$ cat config.mk
export PLATFORM = sky130hd
export DESIGN_NAME = ex_mem_stage_reg
export DESIGN_NICKNAME = d
export VERILOG_FILES = /design/src/rtl/ex_mem_stage_reg.sv
export SDC_FILE = /design/constraint.sdc
export NUM_CORES = 1
export LEC_CHECK = 0
export CELL_PAD_IN_SITES_DETAIL_PLACEMENT = 1
export CELL_PAD_IN_SITES_GLOBAL_PLACEMENT = 1
export CORE_MARGIN = 2
export CORE_UTILIZATION = 38
export DETAILED_ROUTE_END_ITERATION = 8
export GPL_ROUTABILITY_DRIVEN = 0
export PLACE_DENSITY = 0.77
export SYNTH_ARGS = -nofsm -noshare
export SYNTH_HDL_FRONTEND = slang
export SYNTH_SLANG_ARGS = --single-unit
$ cat constraint.sdc
create_clock -name clk_i -period 1.63 [get_ports clk_i]
set_input_delay 0.326 -clock clk_i [delete_from_list [all_inputs] [get_ports clk_i]]
set_output_delay 0.326 -clock clk_i [all_outputs]
set_load 0.02 [all_outputs]
$ cat src/rtl/ex_mem_stage_reg.sv
// EX/MEM pipeline register with valid/ready handshake, one-entry skid buffer,
// synchronous flush and a branch-taken decision registered alongside each entry.
module ex_mem_stage_reg #(
  parameter int DATA_W = 32,
  parameter int REG_AW = 5
) (
  input  logic              clk_i,
  input  logic              rst_i,
  input  logic              flush_i,
  input  logic              in_valid_i,
  output logic              in_ready_o,
  output logic              out_valid_o,
  input  logic              out_ready_i,
  input  logic              RegWrite_i,
  input  logic              MemWrite_i,
  input  logic              MemRead_i,
  input  logic              Mem2Reg_i,
  input  logic              Branch_i,
  input  logic              BranchNe_i,
  input  logic [DATA_W-1:0] AddResult_i,
  input  logic              Zero_i,
  input  logic [DATA_W-1:0] ALU_data_i,
  input  logic [DATA_W-1:0] writeData_i,
  input  logic [REG_AW-1:0] RDaddr_i,
  output logic              RegWrite_o,
  output logic              MemWrite_o,
  output logic              MemRead_o,
  output logic              Mem2Reg_o,
  output logic              Branch_o,
  output logic [DATA_W-1:0] AddResult_o,
  output logic              Zero_o,
  output logic [DATA_W-1:0] ALU_data_o,
  output logic [DATA_W-1:0] writeData_o,
  output logic [REG_AW-1:0] RDaddr_o,
  output logic              branch_taken_o
);

  typedef struct packed {
    logic              reg_write;
    logic              mem_write;
    logic              mem_read;
    logic              mem2reg;
    logic              branch;
    logic              taken;
    logic [DATA_W-1:0] add_result;
    logic              zero;
    logic [DATA_W-1:0] alu_data;
    logic [DATA_W-1:0] write_data;
    logic [REG_AW-1:0] rd_addr;
  } entry_t;

  entry_t in_e, m_q, s_q;
  logic   m_v, s_v;
  logic   accept, consume;

  // Taken is resolved on capture so it travels with the entry through the skid slot.
  always_comb begin
    in_e            = '0;
    in_e.reg_write  = RegWrite_i;
    in_e.mem_write  = MemWrite_i;
    in_e.mem_read   = MemRead_i;
    in_e.mem2reg    = Mem2Reg_i;
    in_e.branch     = Branch_i;
    in_e.taken      = Branch_i & (Zero_i ^ BranchNe_i);
    in_e.add_result = AddResult_i;
    in_e.zero       = Zero_i;
    in_e.alu_data   = ALU_data_i;
    in_e.write_data = writeData_i;
    in_e.rd_addr    = RDaddr_i;
  end

  assign in_ready_o  = ~s_v;
  assign out_valid_o = m_v;
  assign accept      = in_valid_i & ~s_v;
  assign consume     = m_v & out_ready_i;

  always_ff @(posedge clk_i) begin
    if (rst_i) begin
      m_v <= 1'b0;
      s_v <= 1'b0;
      m_q <= '0;
      s_q <= '0;
    end else if (flush_i) begin
      m_v <= 1'b0;
      s_v <= 1'b0;
    end else if (!m_v || consume) begin
      // Skid entry always drains first to keep program order.
      if (s_v) begin
        m_q <= s_q;
        m_v <= 1'b1;
        s_v <= 1'b0;
      end else if (accept) begin
        m_q <= in_e;
        m_v <= 1'b1;
      end else begin
        m_v <= 1'b0;
      end
    end else if (accept) begin
      s_q <= in_e;
      s_v <= 1'b1;
    end
  end

  // Bubbles must never write state downstream.
  assign RegWrite_o     = m_v & m_q.reg_write;
  assign MemWrite_o     = m_v & m_q.mem_write;
  assign MemRead_o      = m_v & m_q.mem_read;
  assign Mem2Reg_o      = m_v & m_q.mem2reg;
  assign Branch_o       = m_v & m_q.branch;
  assign branch_taken_o = m_v & m_q.taken;
  assign AddResult_o    = m_q.add_result;
  assign Zero_o         = m_q.zero;
  assign ALU_data_o     = m_q.alu_data;
  assign writeData_o    = m_q.write_data;
  assign RDaddr_o       = m_q.rd_addr;

endmodule

==> results.cfg <==
[synth]
synthCells = 1106
synth_area_leader_cell = dfxtp_1
ys.flop_type = dfxtp_1
ys_types = 26
synth-seq-area-share = 0.439
synth-edff-count = 0
synthesis.nets = 1219
synth_top_area_frac = 0.439
synth_fa_ha_area_frac = 0
synth_compound_area_frac = 0.257
synth-seq-cells = 218
yosys.area_share.simple = 0.0640
yosys_warnings = 0
synth_xor_area_frac = 0.000881
async_reset_ff_frac = 0
synth_top_family_by_area = compound AO/OA/AOI/OAI gates
syn_area_um2 = 9940
muxShareOfSynthArea = 0.108
ys_top_cells_by_area = dfxtp_1, a21oi_1, mux2i_1
syn_avg_cell_area_um2 = 8.99

[power]
pwr-share-clk = 0.459
intPower_w = 0.0103
p_per_area_nw_per_um2 = 1060
p_leak_nw = 4.56
seqPwrFrac = 0.414
total_power_w = 0.0137
switchingPower_w = 0.00334
max-vdd-ir-drop_v = 0.000597
comb_power_share = 0.127
swShare = 0.245

[floorplan]
fp.coreArea_um2 = 25900
start_util = 0.384
rows = 59
die_w_um = 166
io_pins = 223
die_area_um2 = 27500
chipHeight_um = 166

[global_route]
grt_max_degree = 66
grt_pass1_wl_um = 47900
grt_pass1_vias = 8810
grt_usage = 0.211
globalRouteOverflowTotal = 0
antenna_found_initial = 1

[route]
drc = 0
drt-wirelength-per-cell_um = 19.9
drtAntennaViolNets = 0
drt-total-wl_um = 30700
drt_iter0_drc = 309
viasPerCell = 5.53
num_vias = 8556
drtPass1Iterations = 4

[worst_hold_path]
hold_start = rst_i
hold_class = in2reg
min_path_cells = 2

[layout]
multi_input_area_um2 = 4400
fin_nets = 1305
fillerInstances = 2864
drive_above_1_share = 0.130
syn2layout_area_growth_pct = 30.0
mostFrequentLayoutCells = dfxtp_1, a21oi_1, clkdlybuf4s50_1
final-seq-area_um2 = 4370
mostFrequentLayoutCell = dfxtp_1

[setup_path]
cp.required_ns = 1.30
cp_data_arrival_time_ns = 1.27
cp_max_fo = 5
reg2regPathDepth = 7
critical_path_class = reg2out
worst_setup_path_end_kind = primary output
r2r_start = out_valid_o
startpoint_type = register
crit_start = out_valid_o

[sta]
fin_skew_ns = 0.0118
finalSetupViolCount = 0
final-hold-violation-count = 0
rsz0062_at_grt = true
finalCritPeriodShare = 0.979
whs_ns = 0.149
tightest_slew_ns = 0.414
slew_violations = 0
max_freq_ghz = 0.627
relSlewSlack = 0.724
period_minus_slack_ns = 1.60

[clock_tree]
htree_levels = 1
cts_tree = yes
clkLatencyLatePin_ns = 0.52
clock_sinks = 218
numCtsBuffers = 25
root_buffer = clkbuf_16
clkTransAtPathRegs_ns = 0.06
clockBufferDepth = 3

[placement]
port_buffers = 222
dpl.hpwl_um = 19500

[job]
maxCapViolations = 0

[run_status]
status = completed
[state kept, by name, summed over array words and instances, names as in the netlist]
register     flops
AddResult_o     32
ALU_data_o      32
RDaddr_o         5
m_q              6
s_q            108
out_valid_o      1
Zero_o           1
writeData_o     32
s_v              1
[worst max-delay path: stages, from the launching register on]
cell and delay, ns:
dfxtp_2 0.33, buf_4 0.15, and2_1 0.14, buf_6 0.13
[logic make-up after synthesis]
family,Yosys count
buffers and inverters,223
AND/OR/NAND/NOR,123
flip-flops,218
XOR/XNOR,1
multiplexers,107
AO/OA/AOI/OAI,434
[power by group through the flow]
stage / combinational, W / clock, W / sequential (W)
2_1_floorplan: 0.00112 / 0 / 0.00574
3_3_place_gp: 0.00182 / 0 / 0.00577
3_5_place_dp: 0.00185 / 0 / 0.00577
4_1_cts: 0.00173 / 0.00639 / 0.00565
5_1_grt: 0.00185 / 0.00663 / 0.00568
6_report: 0.00173 / 0.00627 / 0.00565
[cells in the mapped netlist, types with 2 or more instances]
| master | number |
|---|---|
| and2_1 | 8 |
| nand3_1 | 107 |
| a211oi_1 | 88 |
| buf_2 | 34 |
| dfxtp_1 | 218 |
| buf_4 | 103 |
| clkbuf_1 | 78 |
| nor2_1 | 3 |
| o21ai_1 | 2 |
| a211oi_2 | 20 |
| a21oi_1 | 215 |
| buf_6 | 5 |
| mux2i_1 | 107 |
| o21ai_0 | 106 |
[path summary, 6_finish.rpt]
kind                                   to  slack, ns
worst max-delay path            MemRead_o       0.03
worst min-delay path              s_q[60]       0.15
worst min register to register    s_q[79]       0.48
worst max register to register    s_q[39]       0.04
[layer usage]
metal / wire length (um) / track usage / up-vias / share of wire
met5: 0 / 0 / - / 0
met4: 551 / 0.0499 / 0 / 0.018
met3: 1270 / 0.0355 / 32 / 0.041
met2: 15400 / 0.377 / 191 / 0.50
met1: 13500 / 0.265 / 4243 / 0.44
li1: - / - / 4090 / -
[per-stage QoR]
stage / cells / util / instance area [um2] / setup TNS (ns) / setup WS, ns
floorplan: 1106 / - / 9940 / 0 / 0.131
global placement: 1497 / 0.463 / 12000 / -47.27 / -0.272
detailed placement: 1497 / 0.463 / 12000 / -58.03 / -0.364
CTS: 1544 / 0.495 / 12800 / -0.122 / -0.122
global route: 1546 / 0.499 / 12900 / -0.297 / -0.0344
finish: 1546 / 0.499 / 12900 / 0 / 0.0344
[what timing repair did]
action | 4_1_cts | 5_1_grt
pin swaps | 0 | 1
gates resized for setup | 145 | 28
endpoints found under the setup margin | 111 | 48
hold buffers | 0 | 0
hold endpoints to repair | 0 | 0
buffers inserted | 2 | 0
gates cloned | 0 | 1
[final cells by class]
type                    count  area share
clock inverters             7      0.0127
diodes                      1    0.000194
inverters                   2    0.000678
well taps                 335      0.0324
clock buffers              38      0.0592
repair buffers            280       0.217
flip-flops and latches    218       0.338
multi-input cells         665       0.340
Power figures use the tool's default switching activity.
